### src/rtl/irq_capture_pkg.sv
// Shared types and defaults for the interrupt pending-capture front end.
package irq_capture_pkg;

   typedef enum logic {IDLE, VALID} irq_cap_state_t;

   localparam int NUM_REQ_DEF = 8;

endpackage

### src/rtl/prio_enc_lsb.sv
// Combinational lowest-index-wins priority encoder; bit 0 has the highest priority.
module prio_enc_lsb #(
   parameter  int NUM_REQ = 8,
   localparam int IDX_W   = $clog2(NUM_REQ)
) (
   input  logic [NUM_REQ-1:0] in_vec,
   output logic [IDX_W-1:0]   idx,
   output logic               any
);

   // Scan from the top down so the lowest set bit is the last to write idx.
   always_comb begin
      idx = '0;
      for (int i = NUM_REQ - 1; i >= 0; i--) begin
         if (in_vec[i]) begin
            idx = IDX_W'(i);
         end
      end
   end

   assign any = |in_vec;

endmodule

### src/rtl/irq_pending_capture.sv
// Latches request lines into a pending register and hands out the highest-priority index over valid/ready.
// Define IRQ_CAPTURE_EDGE_EN to capture rising edges of req instead of levels.
module irq_pending_capture
   import irq_capture_pkg::*;
#(
   parameter  int NUM_REQ = NUM_REQ_DEF,
   localparam int IDX_W   = $clog2(NUM_REQ)
) (
   input  logic               clk,
   input  logic               rst,
   input  logic [NUM_REQ-1:0] req,
   input  logic [NUM_REQ-1:0] mask,
   output logic               out_valid,
   input  logic               out_ready,
   output logic [IDX_W-1:0]   out_idx,
   output logic [NUM_REQ-1:0] pending,
   output logic [NUM_REQ-1:0] ovf,
   input  logic [NUM_REQ-1:0] ovf_clr
);

   irq_cap_state_t     state_q, state_d;
   logic               out_valid_q, out_valid_d;
   logic [IDX_W-1:0]   out_idx_q, out_idx_d;
   logic [NUM_REQ-1:0] pending_q, pending_d;
   logic [NUM_REQ-1:0] ovf_q, ovf_d;
   logic [NUM_REQ-1:0] set_vec;
   logic [NUM_REQ-1:0] clr_vec;
   logic [NUM_REQ-1:0] eligible;
   logic [IDX_W-1:0]   sel;
   logic               sel_any;
   logic               handshake;

`ifdef IRQ_CAPTURE_EDGE_EN
   logic [NUM_REQ-1:0] req_q, req_d;

   always_comb begin
      req_d   = req;
      set_vec = req & ~req_q;
   end

   always_ff @(posedge clk) begin
      if (rst) begin
         req_q <= '0;
      end else begin
         req_q <= req_d;
      end
   end
`else
   assign set_vec = req;
`endif

   assign handshake = out_valid_q & out_ready;
   assign eligible  = pending_q & mask;

   prio_enc_lsb #(.NUM_REQ(NUM_REQ)) u_enc (
      .in_vec (eligible),
      .idx    (sel),
      .any    (sel_any)
   );

   // Set beats clear on the same bit, and a fresh overflow beats its own clear strobe.
   always_comb begin
      for (int i = 0; i < NUM_REQ; i++) begin
         clr_vec[i] = handshake && (out_idx_q == IDX_W'(i));
      end
      pending_d = (pending_q & ~clr_vec) | set_vec;
      ovf_d     = (ovf_q & ~ovf_clr) | (set_vec & pending_q & ~clr_vec);
   end

   always_comb begin
      state_d     = state_q;
      out_valid_d = out_valid_q;
      out_idx_d   = out_idx_q;
      unique case (state_q)
         IDLE: begin
            if (sel_any) begin
               out_idx_d   = sel;
               out_valid_d = 1'b1;
               state_d     = VALID;
            end
         end
         VALID: begin
            if (out_ready) begin
               out_valid_d = 1'b0;
               state_d     = IDLE;
            end
         end
         default: begin
            out_valid_d = 1'b0;
            state_d     = IDLE;
         end
      endcase
   end

   always_ff @(posedge clk) begin
      if (rst) begin
         state_q     <= IDLE;
         out_valid_q <= 1'b0;
         out_idx_q   <= '0;
         pending_q   <= '0;
         ovf_q       <= '0;
      end else begin
         state_q     <= state_d;
         out_valid_q <= out_valid_d;
         out_idx_q   <= out_idx_d;
         pending_q   <= pending_d;
         ovf_q       <= ovf_d;
      end
   end

   assign out_valid = out_valid_q;
   assign out_idx   = out_idx_q;
   assign pending   = pending_q;
   assign ovf       = ovf_q;

endmodule

### config.mk
export PLATFORM = sky130hd
export DESIGN_NAME = irq_pending_capture
export DESIGN_NICKNAME = d
export VERILOG_FILES = /design/src/rtl/irq_capture_pkg.sv /design/src/rtl/prio_enc_lsb.sv /design/src/rtl/irq_pending_capture.sv
export SDC_FILE = /design/constraint.sdc
export NUM_CORES = 1
export LEC_CHECK = 0
export ABC_AREA = 1
export CORE_AREA = 3 3 51 53
export CTS_BUF_LIST = sky130_fd_sc_hd__clkbuf_4 sky130_fd_sc_hd__clkbuf_8
export DETAILED_ROUTE_END_ITERATION = 6
export DIE_AREA = 0 0 54 56
export PLACE_DENSITY = 0.82
export SYNTH_ARGS = -nofsm -noshare
export SYNTH_HDL_FRONTEND = slang
export SYNTH_SLANG_ARGS = --single-unit
### constraint.sdc
create_clock -name clk -period 2.9 [get_ports clk]
set_input_delay 0.29 -clock clk [delete_from_list [all_inputs] [get_ports clk]]
set_output_delay 0.29 -clock clk [all_outputs]
set_load 0.03 [all_outputs]
Word level (Yosys, flattened, before mapping)

Index checks and enable logic that the tools add are counted.

Output and inout bits: 20
Logic and storage cells: 51
Register bits after elaboration: 21
Bits of input ports: 27

Multiplexer cells: 14
Bitwise operators: 11
Reduce and logical (&&, ||, !) cells: 12
Eq/ne operators: 9

Operators by type and width:

| cell                 | number |
|---|---|
| $and A8 B8 Y8        | 5 |
| $mux W3              | 8 |
| $not A8 Y8           | 2 |
| $or A8 B8 Y8         | 2 |
| $eq A3 B3 Y1 const B | 4 |
| $logic_and A1 B1 Y1  | 8 |
| $reduce_or A8 Y1     | 1 |
| $eq A3 B2 Y1 const B | 2 |
| $mux W1              | 4 |
| $ne A2 B2 Y1 const B | 2 |
| $pmux W1 S2          | 2 |
| $reduce_and A2 Y1    | 2 |
| $eq A3 B1 Y1 const B | 1 |
| $logic_not A3 Y1     | 1 |
| $and A1 B1 Y1        | 1 |
| $not A1 Y1           | 1 |

Depth between registers and ports, before layout

Gate-level depths: netlist (run 1).

Depth after elaboration: 9
Mapped depth: 10
Depth with buffers taken out: 10

Cells and area by module

Synthesis (run 1) repeated with hierarchy kept, for this count alone.

Cell total of the unflattened synthesis: 164
Area total of the unflattened synthesis: 1066.0 um^2

By module, submodules not included:

| module              | instances | cells an instance | area an instance (um^2) | sequential area each (um^2) |
|---|---|---|---|---|
| irq_pending_capture | 1         | 142               | 967.2                   | 420.4 |
| prio_enc_lsb        | 1         | 22                | 98.8                    | 0.0 |

Worst setup path before layout (run 1)

OpenSTA, ideal clock, no wires.

Path type: reg-to-reg
Start: reg out_valid_q, in the netlist out_valid
End: reg pending_q[3], in the netlist pending[3]
Stages on the path, launching flop included: 6
Arrival time: 1125 ps
Data required time: 2772 ps
Setup time: 128 ps
Path slack: 1647 ps
Path buffers: 0
Clock period less this slack: 1253 ps
Cell sequence: dfxtp_1 > inv_1 > nor3_2 > nand3_1 > a21oi_1 > nor2_1

Cells in the longest elaborated chain, start to end: 5

RTL lines:

| what                   | line                       | source |
|---|---|---|
| start, declared        | irq_pending_capture.sv:22  | `logic out_valid_q, out_valid_d;` |
| start signal, assigned | irq_pending_capture.sv:104 | `out_valid_q <= out_valid_d;` |
| $and A1 B1 Y1          | irq_pending_capture.sv:52  | `assign handshake = out_valid_q & out_ready;` |
| $logic_and A1 B1 Y1    | irq_pending_capture.sv:64  | `clr_vec[i] = handshake && (out_idx_q == IDX_W'(i));` |
| $not A8 Y8             | irq_pending_capture.sv:66  | `pending_d = (pending_q & ~clr_vec) \| set_vec;` |
| $and A8 B8 Y8          | irq_pending_capture.sv:66  |  |
| $or A8 B8 Y8           | irq_pending_capture.sv:66  |  |
| end signal, assigned   | irq_pending_capture.sv:106 | `pending_q <= pending_d;` |
| end, declared          | irq_pending_capture.sv:24  | `logic [NUM_REQ-1:0] pending_q, pending_d;` |

Every way passes these cells.
A chain may end at the register's enable or synchronous reset.

Worst setup path in the final report (run 1)

Start: reg out_idx_q[1], in the netlist out_idx[1]
End: out out_idx[1]

RTL lines:

| what                   | line                       | source |
|---|---|---|
| start, declared        | irq_pending_capture.sv:23  | `logic [IDX_W-1:0] out_idx_q, out_idx_d;` |
| start signal, assigned | irq_pending_capture.sv:105 | `out_idx_q <= out_idx_d;` |
| end, declared          | irq_pending_capture.sv:15  | `output logic [IDX_W-1:0] out_idx,` |

No word-level cell between the ends.

==> flow_summary.toml, run 1 <==
[setup_path]
reg2regPathDepth = 4
cp_top_family = "buffers and inverters"
critPathMaxStageDelay_ns = 0.72
crit_type = "flop to primary output"
cp-start-kind = "flop"
cp_data_required_time_ns = 2.61
endpoint_kind = "primary output"
worstSetupStartpoint = "out_idx[1]"
cp.arrival_ns = 1.52
worstPathMaxFanout = 7
r2r-start = "out_idx[1]"
critPathBufInv = 1
worstPathCellList = "clkdlybuf4s50_1"
worst-path-stages = 1
slowest_stage = "clkdlybuf4s50_1"

[logic_synthesis]
ys_ff_latch = 21
ys_async_sr_fraction = 0
ys_warn_count = 0
syn_area_per_cell_um2 = 7.23
yosysMostFrequentCell = "nand2_1"
synth-edff-count = 0
synth_cell_types = 20
seq_area_frac_synth = 0.451
mappedNetlistArea_um2 = 932
netlist_instances = 129
synth_commonest_cells = "26 x nand2_1, 21 x dfxtp_1, 18 x inv_1"
yosysTopAreaCellShare = 0.451
yosysTopAreaCell = "dfxtp_1"
ys.flop_type = "dfxtp_1"
ys_top_cells_by_area = "dfxtp_1 45%, nand2_1 10%, a21oi_1 8.1%"
syn-num-nets = 156

[global_route]
grt_pass1_wl_um = 3860
grt_max_degree = 18
overflow = 0
grtUsageTotal = 0.165
grt_pass1_vias = 982
antenna_found_initial = 0

[worst_hold_path]
hold_depth = 2
min-delay-start = "ovf[6]"
worst_hold_path_type = "flop to flop"

[route]
ant_nets = 0
vias = 985
drtIter0Drc = 11
wirelength_um = 2340
vias_per_cell = 4.78
post-route-drc-count = 0
dr.pass1.iters = 4
wl_per_cell_um = 11.3

[sta]
tns_ns = 0
finalMaxSlewViolations = 0
maxSlewHeadroom = 0.780
max_freq_mhz = 554
skew_ns = 0.00881
rsz0062_at_grt = "false"
worst_slew_pin_slew_ns = 0.330
finalCritPeriodShare = 0.623
finalHoldViolCount = 0
period_needed_ns = 1.81
setup_viol = 0

[clock_tree]
cts_tree = "built"
holdBufCountCts = 0
insertion_delay_ns = 0.30
cts_htree_levels = 1
cts_root_buf = "clkbuf_4"
clockBufferDepth = 2
cts_resized = 0
clkTransAtPathRegs_ns = 0.12
postCtsSetupBuffers = 0
cts_buffers = 3
cts_num_sinks = 21

[status]
status = "finished clean"

[floorplanning]
die_w_um = 54
rows = 17
die_h_um = 56
dieArea_um2 = 3020
start_util = 0.425
ioPinCount = 47
core_area_um2 = 2190

[placed_design]
dpl.hpwl_um = 1940
place.gp.congestion = 0.852
io_buffers = 46
placed_area_um2 = 1430

[final_layout]
final_area_um2 = 1450
fin_nets = 206
final_core_util = 0.664
antenna_cells = 0
synthToLayoutAreaGrowth_pct = 56.0
drive_above_1_share = 0.112

[job]
cap_viol_max_count = 0

[power_and_ir_drop]
total_power_mw = 0.675
ir_worst_vdd_mv = 0.265
powerDensity_nw_per_um2 = 464
leakagePower_nw = 0.640
[registers in the layout, summed over array words and instances, names as in the netlist]
| name | count |
|---|---|
| out_valid | 1 |
| ovf | 8 |
| state_q | 1 |
| out_idx | 3 |
| pending | 8 |
[report_power, final]
part / switching, mW / leakage [nW] / internal [mW]
logic: 0.106 / 0.448 / 0.0942
registers: 0.0225 / 0.174 / 0.311
clock network: 0.0898 / 0.0177 / 0.0514
total: 0.218 / 0.640 / 0.457
[worst paths after layout]
kind	end	slack [ns]
min	ovf[6]	0.47
max	out_idx[1]	1.09
min reg2reg	ovf[6]	0.47
max reg2reg	ovf[7]	1.75
[layer usage]
layer  GRT usage  vias to the layer above  wire [um]
met5           0                        -          0
met2       0.299                       25       1210
met3      0.0268                        4        105
met1       0.190                      448       1000
li1            -                      508          -
met4      0.0427                        0         23
[final cells by class]
type	instances	area, um^2
clock inverter	1	5.00
inverter	20	75.1
clock buffer	3	22.5
multi-input combinational	86	428
tap	28	35.0
sequential	21	420
fill	194	737
timing repair buffer	47	468
[metrics by stage]
stage / instances / hold slack (ns) / setup slack, ns
2_1_floorplan: 129 / 0.407 / 1.65
3_3_place_gp: 202 / 0.452 / 1.42
3_5_place_dp: 202 / 0.456 / 1.38
4_1_cts: 206 / 0.475 / 1.08
5_1_grt: 206 / 0.501 / 1.03
6_report: 206 / 0.473 / 1.09
[tightest hold or removal path: stages (launching register included)]
cell     delay [ns]
dfxtp_1        0.33
nand2_1        0.06
a21oi_1        0.05
[cells by family after synthesis]
logic type | Yosys count | share of synthesized area
compound gates | 26 | 0.174
flops | 21 | 0.451
simple gates | 60 | 0.285
buf+inv | 22 | 0.0899
[layout by cell type, fill, tap and decap left out]
cell             instances
a21boi_1                 1
a21oi_1                 15
a31oi_1                  1
buf_4                    1
clkbuf_4                 3
clkdlybuf4s50_1         46
clkinv_2                 1
dfxtp_1                 21
inv_1                   18
inv_2                    2
nand2_1                 26
nand2_2                  8
nand3_1                  7
nor2_1                  16
nor2_2                   2
nor3_2                   1
o21a_1                   2
o21ai_0                  1
o21ai_1                  2
o21bai_1                 1
o221a_1                  1
o31ai_2                  2
Note: power is estimated with default switching activity, not from simulation.
==> inputs of run 2 (changes only) <==
--- a/config.mk
+++ b/config.mk
@@ -6,11 +6,11 @@
 export NUM_CORES = 1
 export LEC_CHECK = 0
 export ABC_AREA = 1
-export CORE_AREA = 3 3 51 53
+export CORE_AREA = 3 3 55 57
 export CTS_BUF_LIST = sky130_fd_sc_hd__clkbuf_4 sky130_fd_sc_hd__clkbuf_8
 export DETAILED_ROUTE_END_ITERATION = 6
-export DIE_AREA = 0 0 54 56
-export PLACE_DENSITY = 0.82
+export DIE_AREA = 0 0 58 60
+export PLACE_DENSITY = 0.75
 export SYNTH_ARGS = -nofsm -noshare
 export SYNTH_HDL_FRONTEND = slang
 export SYNTH_SLANG_ARGS = --single-unit
==> constraint.sdc (replaced) <==
create_clock -name clk -period 1.54 [get_ports clk]
set_input_delay 0.154 -clock clk [delete_from_list [all_inputs] [get_ports clk]]
set_output_delay 0.154 -clock clk [all_outputs]
set_load 0.03 [all_outputs]
==> flow_summary.toml, run 2 (synthesis results as in run 1) <==
[status]
status = "finished clean"

[setup_path]
cp_top_family = "buffers and inverters"
reg2reg_to = "pending[3]"
worstPathCellList = "clkdlybuf4s50_1"
endpoint_kind = "primary output"
worstPathMaxFanout = 2
cp_data_required_time_ns = 1.39
cp-start-kind = "flop"
cp.arrival_ns = 1.34
critPathBufInv = 1
worst-path-stages = 1
r2r-start = "out_valid"
critPathMaxStageDelay_ns = 0.68
crit_type = "flop to primary output"
slowest_stage = "clkdlybuf4s50_1"
reg2regPathDepth = 5
ff2ff_setup_slack_ns = 0.35

[worst_hold_path]
worst_hold_path_type = "input pin to flop"
min-delay-start = "req[5]"
holdPathEnd = "pending[5]"
hold_depth = 3

[route]
vias_per_cell = 4.60
vias = 961
wirelength_um = 2480
wl_per_cell_um = 11.9
dr.pass1.iters = 4
ant_nets = 0
drtIter0Drc = 38
post-route-drc-count = 0

[placed_design]
dpl.hpwl_um = 2040
place.gp.congestion = 0.863
dpl_worst_slack_ns = 0.114
io_buffers = 46

[final_layout]
final_core_util = 0.583
antenna_cells = 0
synthToLayoutAreaGrowth_pct = 57.7
layout_commonest_cell = "clkdlybuf4s50_1"
drive_above_1_share = 0.117
layout_common_cells = "31 x clkdlybuf4s50_1, 26 x nand2_1, 21 x dfxtp_1"
fin_nets = 207

[global_route]
grt_pass1_wl_um = 4290
overflow = 0
grt_max_degree = 17
grt_pass1_vias = 968
grtUsageTotal = 0.158
antenna_found_initial = 0

[sta]
finalHoldViolCount = 0
maxSlewHeadroom = 0.780
finalCritPeriodShare = 0.971
max_freq_mhz = 669
skew_ns = 0.00317
tns_ns = 0
finalMaxSlewViolations = 0
worst_slew_pin_slew_ns = 0.329
setup_viol = 0
period_needed_ns = 1.50
setup_ws_ns = 0.0443
rsz0062_at_grt = "false"

[power_and_ir_drop]
total_power_mw = 1.28
ir_worst_vdd_mv = 0.557
leakagePower_nw = 0.764
powerDensity_nw_per_um2 = 873

[clock_tree]
clkTransAtPathRegs_ns = 0.11
cts_root_buf = "clkbuf_4"
cts_num_sinks = 21
cts_buffers = 3
insertion_delay_ns = 0.31
clockBufferDepth = 2
cts_htree_levels = 1
holdBufCountCts = 0
cts_tree = "built"
postCtsSetupBuffers = 0

[floorplanning]
ioPinCount = 47
start_util = 0.370
rows = 18
core_area_um2 = 2520
dieArea_um2 = 3480
die_w_um = 58
die_h_um = 60

[job]
cap_viol_max_count = 0
-- run 2: cell count changes in the layout (fill, tap and decap cells not counted) --
cell	before	now
buf_4	1	2
clkinv_2	1	0
clkbuf_4	3	4
dlymetal6s2s_1	0	6
dlygate4sd2_1	0	9
clkdlybuf4s50_1	46	31
-- run 2: layout make-up --
cell class	instances	area, um^2
Fill cell	247	1050
Timing Repair Buffer	48	479
Multi-Input combinational cell	86	428
Sequential cell	21	420
Inverter	20	75.1
Tap cell	30	37.5
Clock buffer	4	30.0
-- run 2: worst register-to-register path: stages, from the launching register on --
cell,delay (ns)
dfxtp_1,0.36
inv_1,0.07
nor3_2,0.29
nand3_1,0.16
a21oi_1,0.16
nor2_1,0.05
-- run 2: how the worst max path moves through the flow --
stage,start,endpoint,slack (ns)
final,ovf[3],ovf[3],0.04
after global placement,out_ready,pending[3],0.15
after detailed placement,out_ready,pending[3],0.11
after floorplan,out_valid,pending[3],0.29
after global routing,ovf[2],ovf[2],0.001
after CTS,pending[6],pending[6],0.0005
-- run 2: repair_timing --
| item | in CTS | in global routing |
|---|---|---|
| gates cloned | 0 | 0 |
| gates resized for setup | 9 | 6 |
| endpoints found under the setup margin | 9 | 6 |
-- run 2: where the power goes --
group | internal, mW | total, mW | switching [mW] | leakage, nW
registers | 0.586 | 0.623 | 0.0367 | 0.174
clock network | 0.119 | 0.290 | 0.171 | 0.0184
logic | 0.167 | 0.371 | 0.205 | 0.572
total | 0.872 | 1.28 | 0.412 | 0.764
-- run 2: stage by stage --
step	area (um^2)	hold WS [ns]	cells
final	1470	0.398	209
after CTS	1460	0.389	209
after global placement	1440	0.454	205
after global routing	1470	0.415	209
after detailed placement	1440	0.456	205
after floorplan	932	0.271	129
-- run 2: metal layers --
layer  share of wire  up-vias  GRT usage
met5               0        -          0
met4          0.0069        0     0.0397
met3           0.083        2     0.0583
met2            0.50       32      0.255
met1            0.41      422      0.199
li1                -      505          -
